<file path="src/rtl/bsg_axil_master_arbiter.sv">
// Round-robin arbiter sharing one AXI4-Lite master port among num_req_p requesters.
// One single-beat read or write is in flight at a time; the response returns to its owner.
module bsg_axil_master_arbiter #(
  parameter int unsigned num_req_p    = 2,
  parameter int unsigned addr_width_p = 32,
  parameter int unsigned data_width_p = 32
) (
  input  logic                                   clk_i,
  input  logic                                   reset_i,
  input  logic [num_req_p-1:0]                   req_v_i,
  input  logic [num_req_p-1:0]                   req_w_i,
  input  logic [num_req_p*addr_width_p-1:0]      req_addr_i,
  input  logic [num_req_p*data_width_p-1:0]      req_data_i,
  input  logic [num_req_p*(data_width_p/8)-1:0]  req_strb_i,
  output logic [num_req_p-1:0]                   req_yumi_o,
  output logic [num_req_p-1:0]                   resp_v_o,
  output logic [data_width_p-1:0]                resp_data_o,
  output logic                                   resp_err_o,
  input  logic [num_req_p-1:0]                   resp_ready_i,
  output logic [addr_width_p-1:0]                awaddr_o,
  output logic [2:0]                             awprot_o,
  output logic                                   awvalid_o,
  input  logic                                   awready_i,
  output logic [data_width_p-1:0]                wdata_o,
  output logic [data_width_p/8-1:0]              wstrb_o,
  output logic                                   wvalid_o,
  input  logic                                   wready_i,
  input  logic [1:0]                             bresp_i,
  input  logic                                   bvalid_i,
  output logic                                   bready_o,
  output logic [addr_width_p-1:0]                araddr_o,
  output logic [2:0]                             arprot_o,
  output logic                                   arvalid_o,
  input  logic                                   arready_i,
  input  logic [data_width_p-1:0]                rdata_i,
  input  logic [1:0]                             rresp_i,
  input  logic                                   rvalid_i,
  output logic                                   rready_o
);

  localparam int unsigned strb_width_lp = data_width_p / 8;
  localparam int unsigned lg_req_lp     = (num_req_p > 1) ? $clog2(num_req_p) : 1;

  typedef enum logic [2:0] {IDLE, WRITE, WRESP, READ, RDATA, RESP} state_e;

  state_e                     state_r, state_n;
  logic [lg_req_lp-1:0]       last_grant_r, owner_r, grant;
  logic                       grant_v;
  logic [addr_width_p-1:0]    addr_r;
  logic [data_width_p-1:0]    data_r, resp_data_r;
  logic [strb_width_lp-1:0]   strb_r;
  logic                       resp_err_r;
  logic                       aw_done_r, w_done_r;
  logic                       aw_hs, w_hs;
  logic                       accept;

  // Round-robin pick: first valid requester after the last grant, wrapping.
  always_comb begin
    int unsigned cand;
    grant_v = 1'b0;
    grant   = '0;
    cand    = 0;
    for (int unsigned i = 1; i <= num_req_p; i++) begin
      cand = (32'(last_grant_r) + i) % num_req_p;
      if (!grant_v && req_v_i[lg_req_lp'(cand)]) begin
        grant_v = 1'b1;
        grant   = lg_req_lp'(cand);
      end
    end
  end

  assign accept = (state_r == IDLE) && grant_v;
  assign aw_hs  = awvalid_o && awready_i;
  assign w_hs   = wvalid_o && wready_i;

  always_ff @(posedge clk_i or posedge reset_i) begin
    if (reset_i) state_r <= IDLE;
    else         state_r <= state_n;
  end

  always_comb begin
    state_n = state_r;
    case (state_r)
      IDLE:    if (grant_v) state_n = req_w_i[grant] ? WRITE : READ;
      WRITE:   if ((aw_done_r || aw_hs) && (w_done_r || w_hs)) state_n = WRESP;
      WRESP:   if (bvalid_i) state_n = RESP;
      READ:    if (arready_i) state_n = RDATA;
      RDATA:   if (rvalid_i) state_n = RESP;
      RESP:    if (resp_ready_i[owner_r]) state_n = IDLE;
      default: state_n = IDLE;
    endcase
  end

  // Channel controls decode from registered state so reset drops them at once.
  always_comb begin
    req_yumi_o = '0;
    resp_v_o   = '0;
    if (accept) req_yumi_o[grant] = 1'b1;
    if (state_r == RESP) resp_v_o[owner_r] = 1'b1;
    awvalid_o = (state_r == WRITE) && !aw_done_r;
    wvalid_o  = (state_r == WRITE) && !w_done_r;
    bready_o  = (state_r == WRESP);
    arvalid_o = (state_r == READ);
    rready_o  = (state_r == RDATA);
  end

  always_ff @(posedge clk_i or posedge reset_i) begin
    if (reset_i) begin
      last_grant_r <= lg_req_lp'(num_req_p - 1);
      owner_r      <= '0;
      addr_r       <= '0;
      data_r       <= '0;
      strb_r       <= '0;
      aw_done_r    <= 1'b0;
      w_done_r     <= 1'b0;
      resp_data_r  <= '0;
      resp_err_r   <= 1'b0;
    end else begin
      if (accept) begin
        last_grant_r <= grant;
        owner_r      <= grant;
        addr_r       <= req_addr_i[grant*addr_width_p +: addr_width_p];
        data_r       <= req_data_i[grant*data_width_p +: data_width_p];
        strb_r       <= req_strb_i[grant*strb_width_lp +: strb_width_lp];
        aw_done_r    <= 1'b0;
        w_done_r     <= 1'b0;
      end
      if (aw_hs) aw_done_r <= 1'b1;
      if (w_hs)  w_done_r  <= 1'b1;
      if (bready_o && bvalid_i) begin
        resp_data_r <= '0;
        resp_err_r  <= (bresp_i != 2'b00);
      end
      if (rready_o && rvalid_i) begin
        resp_data_r <= rdata_i;
        resp_err_r  <= (rresp_i != 2'b00);
      end
    end
  end

  assign awaddr_o    = addr_r;
  assign araddr_o    = addr_r;
  assign wdata_o     = data_r;
  assign wstrb_o     = strb_r;
  assign awprot_o    = 3'b000;
  assign arprot_o    = 3'b000;
  assign resp_data_o = resp_data_r;
  assign resp_err_o  = resp_err_r;

endmodule
</file>
<file path="config.mk">
export PLATFORM = sky130hd
export DESIGN_NAME = bsg_axil_master_arbiter
export DESIGN_NICKNAME = d
export VERILOG_FILES = /design/src/rtl/bsg_axil_master_arbiter.sv
export SDC_FILE = /design/constraint.sdc
export NUM_CORES = 1
export LEC_CHECK = 0
export BUFFER_PORTS_ARGS = -buffer_cell sky130_fd_sc_hd__clkbuf_2
export CAP_MARGIN = 20
export CELL_PAD_IN_SITES_DETAIL_PLACEMENT = 1
export CELL_PAD_IN_SITES_GLOBAL_PLACEMENT = 1
export CORE_AREA = 2 2 163 117
export CTS_CLUSTER_DIAMETER = 50
export DETAILED_ROUTE_END_ITERATION = 8
export DIE_AREA = 0 0 165 119
export PLACE_DENSITY_LB_ADDON = 0.2
export REMOVE_ABC_BUFFERS = 1
export SKIP_CTS_REPAIR_TIMING = 1
export SKIP_LAST_GASP = 1
export SYNTH_ARGS = -nofsm -noshare
export SYNTH_HDL_FRONTEND = slang
export SYNTH_SLANG_ARGS = --single-unit
</file>
<file path="constraint.sdc">
create_clock -name clk_i -period 3.1 [get_ports clk_i]
set_clock_uncertainty 0.1 [all_clocks]
set_input_delay 0.31 -clock clk_i [delete_from_list [all_inputs] [get_ports clk_i]]
set_output_delay 0.31 -clock clk_i [all_outputs]
set_load 0.02 [all_outputs]
</file>
* After elaboration in Yosys (flattened, before gate mapping) *
Cells that the tools add are included.

operators by class
  magnitude comparators = 6
  shift operators = 3
  add/sub/neg operators = 2
  eq/ne operators = 11
  mux-type cells = 33
  reductions and logical operators = 23

operators by type and width
  operator                                                  number
  variable part select 64 x 7 -> 32 bit                     2
  2-to-1 mux 32 bit                                         2
  2-to-1 mux 1 bit                                          19
  2-to-1 mux 3 bit                                          6
  case mux 3 bit (6 select lines)                           1
  logical AND 1 bit                                         11
  != test 2 bit, second input constant                      5
  nonzero test 2 bit                                        5
  < comparator 1 x 2 -> 1 bit, second input constant        4
  variable part select 8 x 4 -> 4 bit                       1
  == test 3 x 2 -> 1 bit, second input constant             2
  == test 3 bit, second input constant                      2
  2-to-1 mux 2 bit                                          3
  AND reduction 6 bit                                       1
  == test 3 x 1 -> 1 bit, second input constant             1
  zero test 1 bit                                           3
  zero test 3 bit                                           1
  adder 1 bit, second input constant                        2
  demux 1 bit (select 1 bit)                                2
  greater-or-equal comparator 1 bit, second input constant  2
  logical OR 1 bit                                          2
  != test 2 x 1 -> 1 bit, second input constant             1

word-level totals
  output and inout bits = 148
  flip-flop bits (word level) = 108
  input port bits = 185

* Logic depth before layout (Yosys ltp) *
Gate-level depths: netlist of run 1.

  depth after elaboration = 12
  mapped depth = 7

* Worst setup path after synthesis of run 1 *
OpenSTA, ideal clock, no wires.

  path type = register to output
  from = reg state_r[1]
  to = out req_yumi_o[0]
  buffers on the path = 3
  required time = 2.690 ns
  data arrival time = 1.289 ns
  setup slack = 1.401 ns
  cell stages (with the launch flop) = 7
  cells stage by stage = dfrtp_1 -> buf_6 -> nor3_4 -> o21a_4 -> buf_6 -> buf_6 -> and2_1

between the ends
  longest elaborated chain between the ends = 3

RTL lines
  item                    line  source
  start, declared         46    state_e state_r, state_n;
  start signal, assigned  78    else state_r <= state_n;
  zero test 3 bit         72    assign accept = (state_r == IDLE) && grant_v;
  logical AND 1 bit       72
  2-to-1 mux 2 bit        98    if (accept) req_yumi_o[grant] = 1'b1;
  end, declared           15    output logic [num_req_p-1:0] req_yumi_o,

No other way between the ends.

* Final worst setup path of run 1 *
  from = reg state_r[0]
  to = out req_yumi_o[0]

The elaborated chain is that of the path after synthesis.

==> results of run 1 <==
-- per-layer routing --
metal	up-vias	share of wire, %
li1	2082	-
met3	15	7.1
met5	-	0
met1	2341	44
met2	204	48
met4	0	1.1
-- registers in the layout, summed over array words and instances (netlist names) --
| register | count |
|---|---|
| araddr_o | 32 |
| aw_done_r | 1 |
| last_grant_r | 1 |
| owner_r | 1 |
| resp_data_o | 32 |
| resp_err_o | 1 |
| state_r | 3 |
| w_done_r | 1 |
| wdata_o | 32 |
| wstrb_o | 4 |
-- cell usage in the layout (no fill, tap or decap), drive strengths merged, types with 4 or more instances in the layout --
cell type	n
inv	5
and3	70
clkbuf	336
nor2	8
nor2b	4
a221o	68
nand2b	4
dfrtp	107
o21ai	8
a22o	34
a21o	4
conb	6
buf	10
-- final cells by class --
cell class,instances,share of cell area (%)
clock buffers,10,3.36
clock inverters,6,1.03
inverters,2,0.147
multi-input cells,226,26.2
flip-flops and latches,108,39.7
well taps,242,4.44
repair buffers,336,25.2
-- logic make-up (layout without fill, tap and decap cells) --
group | after synthesis | after routing | synth area share (%)
AO/OA/AOI/OAI | 121 | 121 | 22.6
buffers and inverters | 79 | 354 | 10.9
flip-flops | 108 | 108 | 54.1
multiplexers | 3 | 3 | 0.626
other | 1 | 6 | 0.0750
AND/OR/NAND/NOR | 96 | 96 | 11.7
-- final timing paths --
| path | cells past startpoint | to | slack (ns) |
|---|---|---|---|
| worst max-delay path | 4 | req_yumi_o[0] | 0.61 |
| worst min-delay path | 2 | wdata_o[8] | -0.04 |
| worst max register to register | 5 | araddr_o[7] | 0.88 |
| worst min register to register | 1 | resp_data_o[13] | 0.41 |
| max in group asynchronous | 3 | last_grant_r | 2.11 |
| min in group clk_i | 2 | resp_data_o[24] | 0.08 |
-- report_power, final --
group	leakage (nW)	internal (mW)	switching, mW
clock network	0.148	0.637	0.567
logic	2.38	1.39	2.15
registers	1.36	2.02	0.486
==> out/qor.txt, run 1 <==
Cell taking the most area after synthesis -> dfrtp_1
Wire per inst -> 19.1 µm
Failing checks -> hold timing
DR pass1 iterations -> 4
Ant diodes -> 0
Die footprint -> 0.0196 mm²
Syn Std Cell Area -> 0.00500 mm²
Post-route setup slack -> 0.614 ns
Final Cell Area -> 0.00682 mm²
Vias/cell -> 4.99
Largest net degree at the start of global routing -> 73
Layout cells sized above 1 -> 52.3%
Leak Pwr -> 3.89 nW
Ratio of final minimum period to clock period -> 80.2%
Initial drt markers -> 252
Multi-input gate area -> 0.00178 mm²
Grt peak-use layer -> met2
Root buf cell -> clkbuf_16
Most frequent cells after synthesis -> dfrtp_1 (107), and3_1 (70), a221o_1 (68), buf_4 (38), a22o_1 (34)
Worst slack at placement -> 0.887 ns
FMAX -> 0.402 GHz
Syn avg cell area -> 12.3 µm²
# setup viols final -> 0
Die Width -> 165 µm
Port-buffer cells -> 326
Total CTS buffers -> 9
Total global routing overflow -> 0
Cells after DPL -> 914
Worst-skew pair later-pin latency -> 0.36 ns
DR vias -> 4,642
Layout fillers -> 2,113
M2 GR Usage -> 28.9%
IO Count -> 333
GR Util met3 -> 4.39%
Crit. End Element -> primary output
Vias in the first global route -> 4,724
Synth Instances -> 408
Post-route minimum period -> 2.49 ns
Slowest cell on crit path -> dfrtp_1
Count leader, synth -> dfrtp_1
Worst path bufs/invs -> 1
Met1 usage -> 23.6%
Final Core Density -> 37.2%
Antenna violations before repair -> 0
CP peak stage delay -> 0.55 ns
IR drop worst, VDD -> 421 µV
Max Buffers Root-to-Sink -> 2
Clock Pin Slew Worst Setup and Hold Paths -> 0.08 ns
Nets -> 868
Final hold vios -> 30
Placed cell areas -> 0.00652 mm²
Sequential share of the synthesized area -> 54.1%
Hold Path Class -> input port to async pin
Final GP Congestion -> 0.779
Top-area cell type share of the netlist area -> 53.6%
RSZ-0062 raised after global routing -> false
Layout overhead on the synthesized area -> 36.4%
Ys flop type -> dfrtp_1
FF-to-FF Start -> state_r[0]
Top area cells in the synthesized netlist -> dfrtp_1 (54%), a221o_1 (14%), and3_1 (8.8%)
Register Area -> 0.00270 mm²
CTS HTree Levels -> 3
DRC -> 0
Setup TNS -> 0 ns
P per Cell Area -> 1060 mW/mm²
Worst slew pin tran -> 0.845 ns
Startpoint Class -> flip-flop
Synth warn -> 0
Synth unique cells -> 32
GRT Total Usage -> 17.7%
#FFs+latches synth -> 108
Hold slack final -> -0.0375 ns
Sink Count -> 108
CTS tree -> built
Core area -> 0.0183 mm²
Status -> finished with violations
Non-Filler Instances -> 930
Worst Path Required -> 2.69 ns
Async SR Flop Fraction -> 100%
Power Total -> 7.25 mW
Critical Setup Path Class -> flip-flop to primary output
Number of synthesized flops with an enable pin -> 0
Worst Path Arrival -> 2.08 ns
Routed wire length -> 17,800 µm
Initial Util -> 27.3%
Cell family with most CP delay -> flip-flops
Crit-path max FO -> 43
Slew HR -> 43.6%
Cells along the critical path -> nor3_4, o21a_4, and2_1, clkbuf_2
Post-DRT Antenna Nets -> 0
First-pass GRT wire length -> 26,800 µm
Critical Path Source -> state_r[0]
Row Count -> 42
Die Ht -> 119 µm
Final Max Slew Viols -> 0
Max-cap viol count -> 0
HPWL after DPL -> 13,100 µm
Note: power is estimated with default switching activity, not from simulation.
==> inputs of run 2 (changes only) <==
--- a/config.mk
+++ b/config.mk
@@ -5,14 +5,15 @@
 export SDC_FILE = /design/constraint.sdc
 export NUM_CORES = 1
 export LEC_CHECK = 0
+export ABC_AREA = 1
 export BUFFER_PORTS_ARGS = -buffer_cell sky130_fd_sc_hd__clkbuf_2
 export CAP_MARGIN = 20
 export CELL_PAD_IN_SITES_DETAIL_PLACEMENT = 1
 export CELL_PAD_IN_SITES_GLOBAL_PLACEMENT = 1
-export CORE_AREA = 2 2 163 117
+export CORE_AREA = 2 2 161 116
 export CTS_CLUSTER_DIAMETER = 50
 export DETAILED_ROUTE_END_ITERATION = 8
-export DIE_AREA = 0 0 165 119
+export DIE_AREA = 0 0 163 118
 export PLACE_DENSITY_LB_ADDON = 0.2
 export REMOVE_ABC_BUFFERS = 1
 export SKIP_CTS_REPAIR_TIMING = 1
==> constraint.sdc (replaced) <==
create_clock -name clk_i -period 2.35 [get_ports clk_i]
set_clock_uncertainty 0.1 [all_clocks]
set_input_delay 0.235 -clock clk_i [delete_from_list [all_inputs] [get_ports clk_i]]
set_output_delay 0.235 -clock clk_i [all_outputs]
set_load 0.02 [all_outputs]
==> run 2 against run 1 <==
Compared with the run above:
- critical path type unchanged
- largest power group unchanged
- non-clock buffer count is 30 higher
- clock power grew 24%
- the flow still finishes with violations (hold timing)
- global-route usage up 1.2 points
- hold slack better by 0.028 ns
- critical endpoint is now req_yumi_o[1]
- worst setup slack worse by 0.41 ns
- critical path depth grew 2
- sequential share of layout area fell by 2.5 points
- cell count is 28% higher
- final area up 6.7%
==> out/qor.txt, run 2 <==
Status -> finished with violations
Failing checks -> hold timing
Synth warn -> 0 (unchanged)
Switching share of total power -> 47.8% (+3.5 points)
Most frequent cells after synthesis -> nand2_1 (302), dfrtp_1 (107), nand3_1 (106), buf_4 (39), buf_2 (19)
Pint -> 5.28 mW (+31%)
Cells after DPL -> 1,144 (+25%)
Antenna violations before repair -> 0 (unchanged)
Slew HR -> 61.9% (+18 points)
Routed wire length -> 18,200 µm (+2.4%)
Sequential share of the synthesized area -> 53.4% (-0.71 points)
Max Buffers Root-to-Sink -> 2 (unchanged)
CP most frequent cell -> nand2_1
Core area -> 0.0177 mm² (-3.5%)
FF-to-FF Start -> state_r[1]
Count leader, synth -> nand2_1
Syn avg cell area -> 7.98 µm² (-35%)
DRC -> 0 (unchanged)
Startpoint Class -> flip-flop
IO Count -> 333 (unchanged)
DR vias -> 5,206 (+12%)
#FFs+latches synth -> 108 (unchanged)
IR drop worst, VDD -> 436 µV (+3.4%)
Post-route minimum period -> 2.15 ns
Nets -> 1,131 (+30%)
Worst-skew pair later-pin latency -> 0.34 ns (-0.02 ns)
Syn Std Cell Area -> 0.00506 mm² (+1.3%)
Final Core Density -> 41.1% (+3.9 points)
Root buf cell -> clkbuf_16
Hold Path Origin -> req_data_i[11]
Initial drt markers -> 188 (-25%)
Seq pwr share -> 33.6% (-0.9 points)
Final hold vios -> 14 (-53%)
Crit-path max FO -> 13 (-70%)
Vias in the first global route -> 5,349 (+13%)
Final GP Congestion -> 0.816 (+4.8%)
Reg2reg setup slack -> 0.46 ns (-0.42 ns)
Top-area cell type share of the netlist area -> 52.9% (-0.70 points)
Non-Filler Instances -> 1,187 (+28%)
Leak Pwr -> 4.18 nW (+7.6%)
Met2 WL post-DR -> 8990 µm (+5.8%)
Commonest non-fill, non-tap cells in the layout -> clkbuf_2 (326), nand2_1 (302), dfrtp_1 (107)
Clock Pin Slew Worst Setup and Hold Paths -> 0.07 ns (about the same)
Final Cell Area -> 0.00728 mm² (+6.7%)
Hold slack final -> -0.00991 ns (+0.0276 ns)
FMAX -> 0.466 GHz
Number of synthesized flops with an enable pin -> 0 (unchanged)
Die footprint -> 0.0192 mm² (-2.0%)
Final Max Slew Viols -> 0 (unchanged)
Cell taking the most area after synthesis -> dfrtp_1
Total CTS buffers -> 9 (unchanged)
Die Ht -> 118 µm (-0.84%)
Most common cell after layout, fill and taps aside -> clkbuf_2
Worst Path Arrival -> 1.81 ns (-0.27 ns)
Ratio of final minimum period to clock period -> 91.3%
Placed cell areas -> 0.00673 mm² (+3.2%)
Synth unique cells -> 22 (-31%)
R2R depth -> 8 (+3)
Hold path endpoint -> wdata_o[11]
Hold Path Depth -> 3
Clock share of power -> 14.8% (-1.8 points)
P per Cell Area -> 1390 mW/mm² (+31%)
CTS HTree Levels -> 3 (unchanged)
CP peak stage delay -> 0.46 ns (-0.09 ns)
WL met3 -> 1030 µm (-18%)
Crit. End Element -> primary output
Port-buffer cells -> 326 (unchanged)
Worst Path Required -> 2.02 ns (-0.67 ns)
Sink Count -> 108 (unchanged)
Ant diodes -> 0 (unchanged)
Hold Path Class -> input port to flip-flop
Die Width -> 163 µm (-1.2%)
Largest net degree at the start of global routing -> 71 (-2.7%)
Wire per inst -> 15.3 µm (-20%)
GRT Total Usage -> 18.9% (+1.2 points)
Async SR Flop Fraction -> 100% (unchanged)
Slowest cell on crit path -> dfrtp_1
Synth Instances -> 635 (+56%)
Max-cap viol count -> 0 (unchanged)
Layout overhead on the synthesized area -> 43.7%
# setup viols final -> 0 (unchanged)
CTS tree -> built
Uppermost layer routed -> met4
Vias/cell -> 4.39 (-12%)
Layout cells sized above 1 -> 38.8% (-14 points)
Worst slew pin tran -> 0.571 ns (-0.274 ns)
Initial Util -> 28.6% (+1.4 points)
Post-DRT Antenna Nets -> 0 (unchanged)
HPWL after DPL -> 13,600 µm (+4.5%)
Combinational share of power -> 51.6% (+2.8 points)
NetSw -> 4.83 mW (+51%)
DR pass1 iterations -> 4 (unchanged)
RSZ-0062 raised after global routing -> false
Cells along the critical path -> nor2_2, nand2_1, nor2_4, nand2_1, inv_2, clkbuf_2
M1 WL -> 7800 µm (about the same)
Worst reg2reg endpoint -> araddr_o[21]
Row Count -> 41 (-2.4%)
Critical Setup Path Class -> flip-flop to primary output
First-pass GRT wire length -> 28,600 µm (+6.4%)
Total global routing overflow -> 0 (unchanged)
Top area cells in the synthesized netlist -> dfrtp_1 (53%), nand2_1 (22%), nand3_1 (10%)
Ys flop type -> dfrtp_1
## run 2: cell types whose count changed after synthesis, sizes merged, moves of 7 or more
| cell | delta |
|---|---|
| a221o | -68 |
| a22o | -34 |
| and3 | -70 |
| clkbuf | -7 |
| inv | +15 |
| nand2 | +299 |
| nand3 | +106 |
| nor2 | +9 |
## run 2: final cells by class
class,count,area [µm²]
clock buffer,11,243
tap,236,295
inverter,17,66.3
timing repair buffer,366,2070
multi-input combinational,444,1860
clock inverter,5,43.8
sequential,108,2700
fill,2260,10400
## run 2: stage by stage
stage	hold WS (ns)	setup TNS (ns)	total power, mW	setup slack (ns)
finish	-0.00991	0	10.1	0.205
global route	0.000757	0	10.9	0.0646
CTS	-0.164	0	10.2	0.0107
detailed placement	0.216	0	8.69	0.410
global placement	0.226	0	8.63	0.455
floorplan	0.255	-95.87	6.45	-0.829
## run 2: worst max-delay path, delay by kind of cell, from the launching register on
family / cells / cell delay [ns]
AND/OR/NAND/NOR: 4 / 0.48
buffers and inverters: 2 / 0.52
flip-flops: 1 / 0.46
## run 2: worst max path at each step
stage	from	end	slack, ns	cells past startpoint
final	state_r[1]	req_yumi_o[1]	0.20	6
after global routing	state_r[1]	req_yumi_o[1]	0.06	6
after CTS	state_r[1]	req_yumi_o[0]	0.01	6
after detailed placement	state_r[1]	req_yumi_o[0]	0.41	6
after global placement	state_r[1]	req_yumi_o[0]	0.46	6
after floorplan	reset_i	araddr_o[0]	-0.83	1
## run 2: cells by family after synthesis
logic type,synth area share (%)
simple gates,35.5
other cells,0.0740
flops,53.4
compound gates,0.741
buf+inv,10.3
## run 2: power groups by stage
| stage | clock, mW | combinational (mW) | sequential (mW) |
|---|---|---|---|
| floorplan | 0 | 1.70 | 4.76 |
| global placement | 0 | 5.22 | 3.41 |
| detailed placement | 0 | 5.26 | 3.43 |
| CTS | 1.55 | 5.27 | 3.41 |
| global route | 1.62 | 5.77 | 3.54 |
| finish | 1.49 | 5.22 | 3.40 |
## run 2: layer usage
metal | GRT usage, % | up-vias
met1 | 23.3 | 2459
met3 | 5.00 | 24
met5 | 0 | -
met4 | 5.25 | 0
li1 | - | 2565
met2 | 32.4 | 158
==> inputs of run 3 (changes only) <==
--- a/config.mk
+++ b/config.mk
@@ -11,6 +11,7 @@
 export CELL_PAD_IN_SITES_DETAIL_PLACEMENT = 1
 export CELL_PAD_IN_SITES_GLOBAL_PLACEMENT = 1
 export CORE_AREA = 2 2 161 116
+export CTS_BUF_LIST = sky130_fd_sc_hd__clkbuf_4 sky130_fd_sc_hd__clkbuf_8 sky130_fd_sc_hd__clkbuf_16
 export CTS_CLUSTER_DIAMETER = 50
 export DETAILED_ROUTE_END_ITERATION = 8
 export DIE_AREA = 0 0 163 118
==> run 3 against run 2 <==
Compared with the run above:
- the flow still finishes with violations (hold timing)
- utilization hardly changed
- final area hardly changed
- register-to-register slack is essentially flat
- worst setup slack stayed put
- die area is the same
- sequential power about the same
- non-clock buffer count stayed put
- fmax unchanged
- sequential cell count stayed put
- cell count did not move
- clock-buffer cell count did not move
- combinational power barely moved
==> out/qor.txt, run 3 (synthesized netlist as in run 2, its figures left out) <==
Hold slack final -> -0.00991 ns (unchanged)
Die Ht -> 118 µm (unchanged)
Antenna violations before repair -> 0 (unchanged)
Layout overhead on the synthesized area -> 43.7% (about the same)
Core area -> 0.0177 mm² (unchanged)
DRC -> 0 (unchanged)
# setup viols final -> 0 (unchanged)
NetSw -> 4.83 mW (about the same)
Vias in the first global route -> 5,349 (unchanged)
Power Total -> 10.1 mW (+0.11%)
Row Count -> 41 (unchanged)
Clock share of power -> 14.9% (about the same)
DR pass1 iterations -> 4 (unchanged)
Post-route minimum period -> 2.15 ns (unchanged)
Initial Util -> 28.6% (unchanged)
Total global routing overflow -> 0 (unchanged)
CTS HTree Levels -> 3 (unchanged)
Startpoint Class -> flip-flop
Leak Pwr -> 4.18 nW (about the same)
RSZ-0062 raised after global routing -> false
Vias/cell -> 4.39 (unchanged)
Switching share of total power -> 47.7% (-0.055 points)
Status -> finished with violations
Final Max Slew Viols -> 0 (unchanged)
DR vias -> 5,206 (unchanged)
Sink Count -> 108 (unchanged)
Wire per inst -> 15.3 µm (unchanged)
Root buf cell -> clkbuf_16
First-pass GRT wire length -> 28,600 µm (unchanged)
Combinational share of power -> 51.5% (about the same)
Worst slew pin tran -> 0.571 ns (unchanged)
CTS tree -> built
P per Cell Area -> 1390 mW/mm² (about the same)
Worst-skew pair later-pin latency -> 0.34 ns (about the same)
Crit-path max FO -> 13 (unchanged)
Worst Path Arrival -> 1.81 ns (about the same)
Routed wire length -> 18,200 µm (unchanged)
Commonest non-fill, non-tap cells in the layout -> clkbuf_2 (326), nand2_1 (302), dfrtp_1 (107)
HPWL after DPL -> 13,600 µm (unchanged)
Slew HR -> 61.9% (unchanged)
Hold Path Class -> input port to flip-flop
Placed cell areas -> 0.00673 mm² (unchanged)
Ratio of final minimum period to clock period -> 91.3% (unchanged)
Final GP Congestion -> 0.816 (unchanged)
Worst Path Required -> 2.02 ns (about the same)
Initial drt markers -> 188 (unchanged)
Layout cells sized above 1 -> 38.9% (+0.11 points)
Seq pwr share -> 33.6% (about the same)
IO Count -> 333 (unchanged)
Pint -> 5.29 mW (+0.22%)
Layout fillers -> 2,260 (unchanged)
Critical Setup Path Class -> flip-flop to primary output
Final hold vios -> 14 (unchanged)
Max Buffers Root-to-Sink -> 2 (unchanged)
Largest net degree at the start of global routing -> 71 (unchanged)
Crit. End Element -> primary output
Max-cap viol count -> 0 (unchanged)
Port-buffer cells -> 326 (unchanged)
Failing checks -> hold timing
Post-DRT Antenna Nets -> 0 (unchanged)
Most common cell after layout, fill and taps aside -> clkbuf_2
Die footprint -> 0.0192 mm² (unchanged)
GRT Total Usage -> 18.9% (unchanged)
Ant diodes -> 0 (unchanged)
Final Cell Area -> 0.00728 mm² (about the same)
Total CTS buffers -> 9 (unchanged)
Clock Pin Slew Worst Setup and Hold Paths -> 0.07 ns (about the same)
FMAX -> 0.466 GHz (unchanged)
Die Width -> 163 µm (unchanged)
Nets -> 1,131 (unchanged)
IR drop worst, VDD -> 436 µV (about the same)
run 3: cell count changes in the layout (fill, tap and decap cells not counted):
cell      before  now
clkbuf_1       1    0
clkbuf_4       0    1
run 3: critical path, cell delays in order (launching register included):
cell and delay, ns:
dfrtp_1 0.46, nor2_2 0.16, nand2_1 0.10, nor2_4 0.12, nand2_1 0.10, inv_2 0.27, clkbuf_2 0.25
run 3: per-layer routing:
layer  GRT usage [%]  part of all wire, %  wire length, µm  vias to the layer above
li1                -                    -                -                     2565
met1            23.3                   43             7800                     2459
met2            32.4                   49             8990                      158
met3            5.00                  5.7             1030                       24
met4            5.25                  1.9              350                        0
met5               0                    0                0                        -
run 3: per-stage QoR:
| step | setup WS, ns | util (%) | setup TNS (ns) | instances | hold slack (ns) |
|---|---|---|---|---|---|
| after floorplan | -0.829 | - | -95.87 | 569 | 0.255 |
| after global placement | 0.455 | 38.0 | 0 | 1144 | 0.226 |
| after detailed placement | 0.410 | 38.0 | 0 | 1144 | 0.216 |
| after CTS | 0.0107 | 39.6 | 0 | 1160 | -0.164 |
| after global routing | 0.0646 | 41.1 | 0 | 1187 | 0.000757 |
| final | 0.205 | 41.1 | 0 | 1187 | -0.00991 |
run 3: final cells by class:
type / instances / area (µm²) / share of cell area [%]
Multi-Input combinational cell: 444 / 1860 / 25.5
Clock buffer: 11 / 246 / 3.39
Clock inverter: 5 / 43.8 / 0.602
Tap cell: 236 / 295 / 4.06
Sequential cell: 108 / 2700 / 37.1
Timing Repair Buffer: 366 / 2070 / 28.4
Inverter: 17 / 66.3 / 0.911
run 3: final timing paths:
path	start	end	slack, ns	depth (start not counted)
min in group asynchronous	reset_i	resp_data_o[18]	0.38	3
max	state_r[1]	req_yumi_o[1]	0.20	6
min reg2reg	last_grant_r	last_grant_r	0.37	2
min	req_data_i[11]	wdata_o[11]	-0.01	3
max reg2reg	state_r[1]	araddr_o[21]	0.46	8
max in group asynchronous	reset_i	resp_data_o[28]	1.18	4
run 3: power by group through the flow:
stage                     registers (mW)  logic (mW)  clock network [mW]
final                               3.40        5.22                1.51
after global routing                3.54        5.77                1.63
after CTS                           3.41        5.27                1.56
after detailed placement            3.43        5.26                   0
after global placement              3.41        5.22                   0
after floorplan                     4.76        1.70                   0
